$ cat src/rtl/acc_unit_if.sv
`default_nettype none
// ============================================================================
//  Module      : acc_unit_if
//  Description : Bus bundle for the accumulator unit: load sources, in-place
//                op select, data-memory store handshake and result outputs.
//  Revision    : 1.0 - initial release
// ============================================================================
interface acc_unit_if #(
    parameter int DW = 32,
    parameter int MW = 8,
    parameter int CW = 20,
    parameter int LW = 9
);
    logic [DW-1:0] cbus_data;
    logic          cbus_ld;
    logic [MW-1:0] dm_data;
    logic          dm_ld;
    logic [CW-1:0] cm_data;
    logic          cm_ld;
    logic          ext_signed;
    logic [2:0]    op;
    logic          st_req;
    logic          st_ready;
    logic          st_valid;
    logic [MW-1:0] st_data;
    logic          st_ovf;
    logic [DW-1:0] abus_out;
    logic [LW-1:0] acc_low;
    logic          flag_z;
    logic          flag_n;
    logic          flag_c;

    // Side that drives loads/ops and accepts stores.
    modport master (
        output cbus_data, cbus_ld, dm_data, dm_ld, cm_data, cm_ld,
               ext_signed, op, st_req, st_ready,
        input  st_valid, st_data, st_ovf, abus_out, acc_low,
               flag_z, flag_n, flag_c
    );

    // The accumulator unit itself.
    modport slave (
        input  cbus_data, cbus_ld, dm_data, dm_ld, cm_data, cm_ld,
               ext_signed, op, st_req, st_ready,
        output st_valid, st_data, st_ovf, abus_out, acc_low,
               flag_z, flag_n, flag_c
    );
endinterface
`default_nettype wire

$ cat src/rtl/acc_unit.sv
`default_nettype none
// ============================================================================
//  Module      : acc_unit
//  Description : Accumulator with prioritised loads (code mem > data mem >
//                C-bus > in-place op), carry flag, and a one-deep store
//                buffer towards data memory with sticky overflow.
//  Revision    : 1.0 - initial release
// ============================================================================
module acc_unit #(
    parameter int DW = 32,
    parameter int MW = 8,
    parameter int CW = 20,
    parameter int LW = 9
) (
    input  wire logic clk,
    input  wire logic rst,
    acc_unit_if.slave bus
);
    localparam logic [2:0] c_OP_INC = 3'd1;
    localparam logic [2:0] c_OP_DEC = 3'd2;
    localparam logic [2:0] c_OP_SHL = 3'd3;
    localparam logic [2:0] c_OP_SHR = 3'd4;
    localparam logic [2:0] c_OP_CLR = 3'd5;

    logic [DW-1:0] r_acc;
    logic          r_flag_c;
    logic          r_st_valid;
    logic [MW-1:0] r_st_data;
    logic          r_st_ovf;

    logic [DW-1:0] w_cm_ext;
    logic [DW-1:0] w_dm_ext;
    logic [DW-1:0] w_acc_nxt;
    logic          w_c_nxt;
    logic          w_st_take;
    logic          w_st_drain;
    logic          w_st_drop;

    // Widen the memory load values; bits above the source width take the
    // source MSB when sign extension is selected, zero otherwise.
    always_comb begin
        w_cm_ext = '0;
        w_dm_ext = '0;
        for (int i = 0; i < DW; i++) begin
            if (i < CW) w_cm_ext[i] = bus.cm_data[i];
            else        w_cm_ext[i] = bus.ext_signed & bus.cm_data[CW-1];
            if (i < MW) w_dm_ext[i] = bus.dm_data[i];
            else        w_dm_ext[i] = bus.ext_signed & bus.dm_data[MW-1];
        end
    end

    // Next accumulator value and carry: one source wins per cycle.
    always_comb begin
        w_acc_nxt = r_acc;
        w_c_nxt   = r_flag_c;
        if (bus.cm_ld) begin
            w_acc_nxt = w_cm_ext;
            w_c_nxt   = 1'b0;
        end else if (bus.dm_ld) begin
            w_acc_nxt = w_dm_ext;
            w_c_nxt   = 1'b0;
        end else if (bus.cbus_ld) begin
            w_acc_nxt = bus.cbus_data;
            w_c_nxt   = 1'b0;
        end else begin
            case (bus.op)
                c_OP_INC: begin
                    w_acc_nxt = r_acc + 1'b1;
                    w_c_nxt   = &r_acc;
                end
                c_OP_DEC: begin
                    w_acc_nxt = r_acc - 1'b1;
                    w_c_nxt   = ~|r_acc;
                end
                c_OP_SHL: begin
                    w_acc_nxt = {r_acc[DW-2:0], 1'b0};
                    w_c_nxt   = r_acc[DW-1];
                end
                c_OP_SHR: begin
                    w_acc_nxt = {1'b0, r_acc[DW-1:1]};
                    w_c_nxt   = r_acc[0];
                end
                c_OP_CLR: begin
                    w_acc_nxt = '0;
                    w_c_nxt   = 1'b0;
                end
                default: ;
            endcase
        end
    end

    // Accumulator and carry registers.
    always_ff @(posedge clk) begin
        if (rst) begin
            r_acc    <= '0;
            r_flag_c <= 1'b0;
        end else begin
            r_acc    <= w_acc_nxt;
            r_flag_c <= w_c_nxt;
        end
    end

    // Store buffer decisions: accept into an empty (or simultaneously
    // draining) slot, drain on ready, flag a request that finds it full.
    always_comb begin
        w_st_take  = bus.st_req & (~r_st_valid | bus.st_ready);
        w_st_drain = r_st_valid & bus.st_ready;
        w_st_drop  = bus.st_req & r_st_valid & ~bus.st_ready;
    end

    // Store buffer registers; the captured word is the pre-update acc.
    always_ff @(posedge clk) begin
        if (rst) begin
            r_st_valid <= 1'b0;
            r_st_data  <= '0;
            r_st_ovf   <= 1'b0;
        end else begin
            if (w_st_take) begin
                r_st_valid <= 1'b1;
                r_st_data  <= r_acc[MW-1:0];
            end else if (w_st_drain) begin
                r_st_valid <= 1'b0;
            end
            if (w_st_drop) r_st_ovf <= 1'b1;
        end
    end

    assign bus.abus_out = r_acc;
    assign bus.acc_low  = r_acc[LW-1:0];
    assign bus.flag_z   = (r_acc == '0);
    assign bus.flag_n   = r_acc[DW-1];
    assign bus.flag_c   = r_flag_c;
    assign bus.st_valid = r_st_valid;
    assign bus.st_data  = r_st_data;
    assign bus.st_ovf   = r_st_ovf;
endmodule
`default_nettype wire

$ cat src/flat_wrapper.sv
// flat-port wrapper written by rule: the top's interface ports become plain ports
module acc_unit_flat 
#(
    parameter int DW = 32,
    parameter int MW = 8,
    parameter int CW = 20,
    parameter int LW = 9
)
  (clk, rst, bus_cbus_data, bus_cbus_ld, bus_dm_data, bus_dm_ld, bus_cm_data, bus_cm_ld, bus_ext_signed, bus_op, bus_st_req, bus_st_ready, bus_st_valid, bus_st_data, bus_st_ovf, bus_abus_out, bus_acc_low, bus_flag_z, bus_flag_n, bus_flag_c);
  acc_unit_if #(.DW(DW), .MW(MW), .CW(CW), .LW(LW)) bus_i ();
  input  wire logic clk;
  input  wire logic rst;
  input wire logic [$bits(bus_i.cbus_data)-1:0] bus_cbus_data;
  input wire logic [$bits(bus_i.cbus_ld)-1:0] bus_cbus_ld;
  input wire logic [$bits(bus_i.dm_data)-1:0] bus_dm_data;
  input wire logic [$bits(bus_i.dm_ld)-1:0] bus_dm_ld;
  input wire logic [$bits(bus_i.cm_data)-1:0] bus_cm_data;
  input wire logic [$bits(bus_i.cm_ld)-1:0] bus_cm_ld;
  input wire logic [$bits(bus_i.ext_signed)-1:0] bus_ext_signed;
  input wire logic [$bits(bus_i.op)-1:0] bus_op;
  input wire logic [$bits(bus_i.st_req)-1:0] bus_st_req;
  input wire logic [$bits(bus_i.st_ready)-1:0] bus_st_ready;
  output wire logic [$bits(bus_i.st_valid)-1:0] bus_st_valid;
  output wire logic [$bits(bus_i.st_data)-1:0] bus_st_data;
  output wire logic [$bits(bus_i.st_ovf)-1:0] bus_st_ovf;
  output wire logic [$bits(bus_i.abus_out)-1:0] bus_abus_out;
  output wire logic [$bits(bus_i.acc_low)-1:0] bus_acc_low;
  output wire logic [$bits(bus_i.flag_z)-1:0] bus_flag_z;
  output wire logic [$bits(bus_i.flag_n)-1:0] bus_flag_n;
  output wire logic [$bits(bus_i.flag_c)-1:0] bus_flag_c;
  assign bus_i.cbus_data = bus_cbus_data;
  assign bus_i.cbus_ld = bus_cbus_ld;
  assign bus_i.dm_data = bus_dm_data;
  assign bus_i.dm_ld = bus_dm_ld;
  assign bus_i.cm_data = bus_cm_data;
  assign bus_i.cm_ld = bus_cm_ld;
  assign bus_i.ext_signed = bus_ext_signed;
  assign bus_i.op = bus_op;
  assign bus_i.st_req = bus_st_req;
  assign bus_i.st_ready = bus_st_ready;
  assign bus_st_valid = bus_i.st_valid;
  assign bus_st_data = bus_i.st_data;
  assign bus_st_ovf = bus_i.st_ovf;
  assign bus_abus_out = bus_i.abus_out;
  assign bus_acc_low = bus_i.acc_low;
  assign bus_flag_z = bus_i.flag_z;
  assign bus_flag_n = bus_i.flag_n;
  assign bus_flag_c = bus_i.flag_c;
  acc_unit #(.DW(DW), .MW(MW), .CW(CW), .LW(LW)) u_core (.clk(clk), .rst(rst), .bus(bus_i));
endmodule
$ cat config.mk
export PLATFORM = sky130hd
export DESIGN_NAME = acc_unit_flat
export DESIGN_NICKNAME = d
export VERILOG_FILES = /design/src/rtl/acc_unit_if.sv /design/src/rtl/acc_unit.sv /design/src/flat_wrapper.sv
export SDC_FILE = /design/constraint.sdc
export NUM_CORES = 1
export LEC_CHECK = 0
export ABC_AREA = 0
export CORE_UTILIZATION = 30
export CTS_CLUSTER_DIAMETER = 80
export DETAILED_ROUTE_END_ITERATION = 10
export GPL_TIMING_DRIVEN = 0
export PLACE_DENSITY = 0.64
export SLEW_MARGIN = 15
export SYNTH_ARGS = -nofsm -noshare
export SYNTH_HDL_FRONTEND = slang
export SYNTH_SLANG_ARGS = --single-unit
$ cat constraint.sdc
create_clock -name clk -period 8.6 [get_ports clk]
set_input_delay 2.58 -clock clk [delete_from_list [all_inputs] [get_ports clk]]
set_output_delay 2.58 -clock clk [all_outputs]
set_load 0.1 [all_outputs]
# After elaboration in Yosys (flattened, before gate mapping)
# Index checks and enable logic that the tools add are counted.
dict set report word_totals {
  output_inout_bits 54
  word_cells 36
  input_bits 71
  regBits 43
}
dict set report op_classes {
  bitwise 9
  mux 7
  n_addsub 2
  eq_ne 5
  n_reduce_logical 8
}
# cell n
set op_table {}
lappend op_table {{$pmux W32 S5} 1}
lappend op_table {{$mux W32} 3}
lappend op_table {{$add A32 B1 Y32 const B} 1}
lappend op_table {{$logic_not A32 Y1} 1}
lappend op_table {{$reduce_and A32 Y1} 1}
lappend op_table {{$reduce_or A32 Y1} 1}
lappend op_table {{$sub A32 B1 Y32 const B} 1}
lappend op_table {{$reduce_bool A8 Y1} 1}
lappend op_table {{$and A1 B1 Y1} 6}
lappend op_table {{$eq A3 B2 Y1 const B} 2}
lappend op_table {{$eq A3 B3 Y1 const B} 2}
lappend op_table {{$pmux W1 S5} 1}
lappend op_table {{$reduce_bool A5 Y1} 1}
lappend op_table {{$reduce_or A4 Y1} 1}
lappend op_table {{$eq A3 B1 Y1 const B} 1}
lappend op_table {{$mux W1} 2}
lappend op_table {{$not A1 Y1} 2}
lappend op_table {{$reduce_bool A2 Y1} 1}
lappend op_table {{$logic_not A1 Y1} 1}
lappend op_table {{$or A1 B1 Y1} 1}

# Longest topological paths before layout
# Gate-level depths: netlist of the first run.
dict set report depth {
  depth_word 5
  mapped_depth 13
  ltp_nobuf 11
}

# Least setup slack after synthesis of the first run
# No wires, ideal clock.
dict set report synth_timing {
  kind {in2reg}
  startpoint {in bus_op[2]}
  endpoint {reg u_core.r_acc[30], in the netlist u_core.bus.abus_out[30]}
  setup_ns 0.085
  stages 12
  arrival_time_ns 6.178
  n_path_buf 1
  path_slack_ns 2.337
  required_time_ns 8.515
  path_cell_list {buf_2 -> nand2b_1 -> nor2_1 -> ha_1 -> a21oi_2 -> o211ai_1 -> a22oi_2 -> o22ai_2 -> o2111ai_2 -> a2111oi_4 -> o31a_1 -> o31ai_2}
}
dict set report synth_via {
  elab_chain_len 5
  word_cells_on_any_way 10
  cone_classes {5 x eq/ne; 4 x mux; 1 x reduce/logical}
}
# element line_no
set synth_rtl {}
lappend synth_rtl {{start: declaration} flat_wrapper.sv:20} ;# input wire logic [$bits(bus_i.op)-1:0] bus_op;
lappend synth_rtl {{$eq A3 B3 Y1 (tied with other cells)} acc_unit.sv:66} ;# case (bus.op)
lappend synth_rtl {{$pmux W32 S5} acc_unit.sv:66}
lappend synth_rtl {{$mux W32} acc_unit.sv:62} ;# end else if (bus.cbus_ld) begin
lappend synth_rtl {{$mux W32} acc_unit.sv:59} ;# end else if (bus.dm_ld) begin
lappend synth_rtl {{$mux W32} acc_unit.sv:56} ;# if (bus.cm_ld) begin
lappend synth_rtl {{end signal: assignment} acc_unit.sv:98} ;# r_acc <= w_acc_nxt;
lappend synth_rtl {{end: declaration} acc_unit.sv:25} ;# logic [DW-1:0] r_acc;
# Several ways; a longest one is shown, not always the timed one.
# A chain may end at the register's enable or synchronous reset.

# Worst setup path after layout of the first run
dict set report layout_timing {
  startpoint {in bus_op[2]}
  endpoint {reg u_core.r_acc[31], in the netlist u_core.bus.abus_out[31]}
}
# The elaborated chain is that of the path after synthesis.

==> flow_metrics.tcl, run 1 <==
set metrics [dict create \
    worstPathMaxFanout 20 \
    timing.hold.worst.class "reg2reg" \
    status "finished, final reports clean" \
    synth-compound-area-share_pct 39.9 \
    cp-endpoint "u_core.bus.abus_out[31]$_SDFFE_PP0P_" \
    io_buffer_count 120 \
    synth.avg_cell_area_um2 7.49 \
    nets 849 \
    synthArstFlopShare_pct 0 \
    grt_max_degree 21 \
    p_leak_nw 2.42 \
    grt_pass1_wl_um 28200 \
    clkTransAtPathRegs_ns 0.06 \
    grt_overflow 0 \
    cts_inserted_buffers 5 \
    vdd_drop_max_mv 0.0699 \
    setup_viol 0 \
    post-cts-setup-buffers 0 \
    io_pins 125 \
    worst_pin_slew_ns 0.994 \
    synth_top_cells_by_area "dfxtp_1 19%, ha_1 8.4%, o21ai_0 5.9%" \
    synth-simple-area-share_pct 20.1 \
    hold_path_depth 2 \
    period_share_pct 70.2 \
    worst_setup_path_start_kind "input pin" \
    fp.dieW_um 126 \
    cts_hold_buf 0 \
    hp-start "u_core.bus.st_ovf$_SDFFE_PP0P_" \
    diodes 0 \
    critPathRequiredTime_ns 8.78 \
    critical_path_class "in2reg" \
    synth_edf_count 0 \
    cts_tree "yes" \
    rsz0062_at_grt "no" \
    cap_violations 0 \
    crit_start "bus_op[2]" \
    yosys_register_bits 43 \
    drc_errors 0 \
    clock_power_share_pct 24.1 \
    p_sw_uw 374 \
    die-area_mm2 0.0159 \
    cts_num_sinks 43 \
    cts_buffer_depth 2 \
    firstDrtPassIters 5 \
    synth_cell_type_count 73 \
    fmax_ghz 0.166 \
    routed_via_density 5.78 \
    comb_power_share_pct 46.2 \
    core_area_mm2 0.0151 \
    post-route-min-period_ns 6.03 \
    synth_top_area_share_pct 18.6 \
    rows 45 \
    dr.first_iter.drc_count 466 \
    yosysSeqAreaShare_pct 18.6 \
    internal_power_uw 449 \
    setup_tns_ns 0 \
    swShare_pct 45.5 \
    yosys_warnings 0 \
    crit-reg2reg-launch "u_core.bus.abus_out[2]$_SDFFE_PP0P_" \
    pwr-share-seq_pct 29.7 \
    finalWirelength_um 18500 \
    gp_congestion 0.949 \
    antenna_left 0 \
    cts_root_buf "clkbuf_16" \
    cts_resized 0 \
    insertion_delay_ns 0.30 \
    synthMostInstantiatedCell "nor2_1" \
    synth_cells 618 \
    hold_viol 0 \
    crit_path_end_kind "flip-flop" \
    areaGrowthSynthToFinish_pct 34.8 \
    grt_pass1_vias 5064 \
    cp.arrival_ns 6.21 \
    yosysTopAreaCell "dfxtp_1" \
    reg2reg_slack_ns 5.56 \
    die_h_um 126 \
    synth_top_family_by_area "compound AO/OA/AOI/OAI gates" \
    synth_flop_cell "dfxtp_1" \
    synthXorXnorAreaFrac_pct 3.79 \
    htree_num_levels 2 \
    drive_gt1_share_pct 5.62 \
    r2r-end "u_core.bus.abus_out[30]$_SDFFE_PP0P_" \
    netlist_area_mm2 0.00463 \
    powerDensity_mw_per_mm2 132 \
    rr_worst_depth 9 \
    grtUsageTotal_pct 22.9 \
    relSlewSlack_pct 33.5 \
    skew_ns 0.00312 \
    wl_per_cell_um 19.7 \
    synth_top_cells_by_count "56 x nor2_1, 55 x o21ai_0, 52 x nand2_1" \
    mappedNetlistNets 721 \
    place_hpwl_um 14100 \
    synth.mux.area_fraction_pct 2.84 \
    initial_core_util_pct 30.5 \
    vias 5408 \
    synthAdderAreaFrac_pct 8.82 \
    antenna_found_initial 0 \
    final_core_util_pct 41.2 \
    slew_viol_final 0 \
]
-- sequential cells by signal (all words and copies together), names as in the netlist --
| name | flops |
|---|---|
| u_core.bus.st_data | 8 |
| u_core.bus.abus_out | 32 |
| u_core.bus.st_ovf | 1 |
| u_core.bus.flag_c | 1 |
| u_core.bus.st_valid | 1 |
-- logic make-up after synthesis --
| family | after synthesis |
|---|---|
| xor+xnor | 20 |
| compound gates | 255 |
| simple gates | 193 |
| buf+inv | 62 |
| mux | 13 |
| flops | 43 |
| fa+ha+maj | 32 |
-- cell usage in the layout (no fill, tap or decap), types with 16 or more instances in the layout --
master / count
a221oi_1: 28
ha_1: 31
clkdlybuf4s50_1: 120
o21a_1: 16
nand2_1: 52
dfxtp_1: 43
a21oi_1: 50
clkbuf_1: 40
nor2_1: 55
o21ai_0: 55
a21o_1: 17
-- power groups by stage --
stage          registers (mW)  clock network [mW]  logic, mW
2_1_floorplan           0.334                   0      0.172
3_3_place_gp            0.248                   0      0.374
3_5_place_dp            0.248                   0      0.377
4_1_cts                 0.243               0.199      0.379
5_1_grt                 0.246               0.204      0.402
6_report                0.244               0.198      0.381
-- routing by layer --
| layer | GRT usage (%) | routed length [um] | vias up |
|---|---|---|---|
| met5 | 0 | 0 | - |
| met3 | 3.10 | 1100 | 30 |
| li1 | - | - | 2634 |
| met4 | 9.64 | 494 | 0 |
| met1 | 29.6 | 8490 | 2512 |
| met2 | 38.0 | 8370 | 232 |
-- how the worst min path moves through the flow --
stage                                                to  slack [ns]
finish                   u_core.bus.st_ovf$_SDFFE_PP0P_        0.47
CTS                      u_core.bus.st_ovf$_SDFFE_PP0P_        0.48
global route             u_core.bus.st_ovf$_SDFFE_PP0P_        0.51
detailed placement       u_core.bus.st_ovf$_SDFFE_PP0P_        0.46
global placement         u_core.bus.st_ovf$_SDFFE_PP0P_        0.45
floorplan           u_core.bus.abus_out[2]$_SDFFE_PP0P_        0.95
-- per-stage QoR --
| stage | worst slack (ns) | instance area (um^2) | hold WS (ns) | power [mW] | std cells |
|---|---|---|---|---|---|
| floorplan | 2.34 | 4630 | 0.946 | 0.506 | 618 |
| finish | 2.57 | 6240 | 0.474 | 0.823 | 935 |
| global route | 2.31 | 6240 | 0.511 | 0.852 | 935 |
| detailed placement | 2.33 | 6100 | 0.461 | 0.625 | 927 |
| global placement | 0.616 | 6060 | 0.448 | 0.622 | 926 |
| CTS | 2.61 | 6240 | 0.476 | 0.821 | 935 |
-- critical path, stage by stage --
cell and delay, ns:
clkdlybuf4s50_1 0.44, buf_2 0.18, nand2b_1 0.22, nor2_4 0.47, buf_16 0.23, ha_1 0.29
a21oi_1 0.26, o21bai_1 0.14, a211oi_1 0.28, o21bai_1 0.14, a31oi_2 0.31, o21a_1 0.26
a211oi_1 0.06, or3_1 0.34
-- final cells by class --
| cell class | count | area [um^2] |
|---|---|---|
| plain buffers | 51 | 234 |
| clock buffers | 7 | 133 |
| clock inverters | 1 | 5.00 |
| fillers | 1597 | 8910 |
| inverters | 11 | 41.3 |
| multi-input cells | 513 | 3500 |
| flip-flops and latches | 43 | 861 |
| well taps | 188 | 235 |
| repair buffers | 121 | 1230 |
No activity file was read; power rests on OpenSTA's default activity.
==> run 2, diff against run 1 <==
clock period = 6.1 ns   (was 8.6 ns; I/O delays follow)
==> results of run 2 <==
Same layout as run 1 (identical final DEF). Status: finished, final reports clean.
Main changes from that run: setup slack after placement 2.33 ns -> 0.579 ns; setup slack after layout 2.57 ns -> 0.816 ns; register-to-register setup slack 5.56 ns -> 3.06 ns; total power 0.823 mW -> 1.16 mW; worst IR drop on VDD 0.0699 mV -> 0.0985 mV
==> run 3, diff against run 2 <==
PLACE_DENSITY = default   (was 0.64)
==> run 3 against run 2 <==
  * Critical path depth did not move
  * Global-route usage rose by 0.95 points
  * Sequential share of layout area barely moved
  * Flip-flop and latch count did not move
==> flow_metrics.tcl, run 3 (synthesized netlist as in run 1, its figures left out) <==
set metrics [dict create \
    status "finished, final reports clean" \
    cap_violations 0 \
    critPathRequiredTime_ns 6.28 \
    hold_ws_ns 0.498 \
    cts_tree "yes" \
    cts_num_sinks 43 \
    final_core_util_pct 41.2 \
    cts_inserted_buffers 5 \
    insertion_delay_ns 0.30 \
    cts_root_buf "clkbuf_16" \
    dr.first_iter.drc_count 571 \
    powerDensity_mw_per_mm2 187 \
    cts_resized 0 \
    final_common_cell "clkdlybuf4s50_1" \
    setup_tns_ns 0 \
    fp.dieW_um 126 \
    die-area_mm2 0.0159 \
    antenna_left 0 \
    worst_setup_path_start_kind "input pin" \
    wl_per_cell_um 20.6 \
    timing.hold.worst.class "reg2reg" \
    diodes 0 \
    cp.arrival_ns 5.65 \
    setup_viol 0 \
    p_leak_nw 2.42 \
    die_h_um 126 \
    cts_buffer_depth 2 \
    areaGrowthSynthToFinish_pct 34.9 \
    multi_input_area_mm2 0.00350 \
    place_hpwl_um 14800 \
    worstPathMaxFanout 19 \
    post-cts-setup-buffers 0 \
    grt_pass1_wl_um 29700 \
    grt_max_degree 20 \
    dp_slack_ns 0.361 \
    nets 849 \
    total_power_mw 1.17 \
    layoutNonFillerInstCount 935 \
    relSlewSlack_pct 33.6 \
    most-common-layout-cells "120 x clkdlybuf4s50_1, 55 x nor2_1, 55 x o21ai_0, 52 x nand2_1, 50 x a21oi_1" \
    worst_pin_slew_ns 0.993 \
    gp_congestion 0.931 \
    critical_path_class "in2reg" \
    regArea_um2 861 \
    slew_viol_final 0 \
    dpl_cell_area_mm2 0.00610 \
    io_buffer_count 120 \
    firstDrtPassIters 5 \
    rsz0062_at_grt "no" \
    routed_via_density 5.94 \
    initial_core_util_pct 30.5 \
    crit_path_end_kind "flip-flop" \
    drive_gt1_share_pct 5.76 \
    grt_pass1_vias 5443 \
    core_area_mm2 0.0151 \
    fin_ws_ns 0.627 \
    post-route-min-period_ns 5.47 \
    grtUsageTotal_pct 23.8 \
    hold_viol 0 \
    vdd_drop_max_mv 0.0997 \
    drc_errors 0 \
    period_share_pct 89.7 \
    finalWirelength_um 19300 \
    antenna_found_initial 0 \
    placedCellCount 927 \
    largest_register_ffs 32 \
    htree_num_levels 2 \
    fin_area_mm2 0.00624 \
    rows 45 \
    cts_hold_buf 0 \
    fill_cells 1528 \
    fmax_ghz 0.183 \
    clkTransAtPathRegs_ns 0.06 \
    grt_overflow 0 \
    vias 5556 \
    io_pins 125 \
    skew_ns 0.00714 \
]
==> run 3: changes by cell type in the layout (fill, tap and decap cells not counted), sizes merged <==
| cell | before | now |
|---|---|---|
| clkbuf | 45 | 44 |
| clkinvlp | 0 | 1 |
==> run 3: cell type report <==
class	instances	share of cell area, %
Buffer	51	3.75
Tap cell	188	3.77
Timing Repair Buffer	121	19.7
Clock inverter	2	0.201
Sequential cell	43	13.8
Multi-Input combinational cell	513	56.1
Clock buffer	6	2.07
Inverter	11	0.662
==> run 3: report_power, final <==
part / total [mW] / switching, mW / internal (mW)
Combinational: 0.542 / 0.361 / 0.181
Sequential: 0.344 / 0.0442 / 0.300
Clock: 0.280 / 0.128 / 0.152
==> run 3: path summary, 6_finish.rpt <==
| kind | end | slack (ns) | start | cells after the start |
|---|---|---|---|---|
| worst min-delay path | u_core.bus.st_data[6]$_SDFFE_PP0P_ | 0.50 | u_core.bus.st_data[6]$_SDFFE_PP0P_ | 2 |
| worst max-delay path | u_core.bus.abus_out[31]$_SDFFE_PP0P_ | 0.63 | bus_op[2] | 14 |
| worst max register to register | u_core.bus.abus_out[30]$_SDFFE_PP0P_ | 3.07 | u_core.bus.abus_out[1]$_SDFFE_PP0P_ | 9 |
| worst min register to register | u_core.bus.st_data[6]$_SDFFE_PP0P_ | 0.50 | u_core.bus.st_data[6]$_SDFFE_PP0P_ | 2 |
==> run 3: layer usage <==
layer  vias to the layer above  global-route usage (%)  wire length (um)
met1                      2586                    31.1              8340
met5                         -                       0                 0
met3                        40                    4.08              1620
li1                       2623                       -                 -
met2                       307                    39.0              8700
met4                         0                    9.36               604
==> run 3: worst max-delay path, stage by stage <==
cell,delay [ns]
clkdlybuf4s50_1,0.44
buf_2,0.18
nand2b_1,0.23
nor2_4,0.49
buf_16,0.22
ha_1,0.21
nand2_2,0.10
o31ai_4,0.33
a21boi_2,0.15
o41ai_4,0.48
a31oi_2,0.25
o21a_1,0.29
o21a_1,0.12
or3_1,0.30
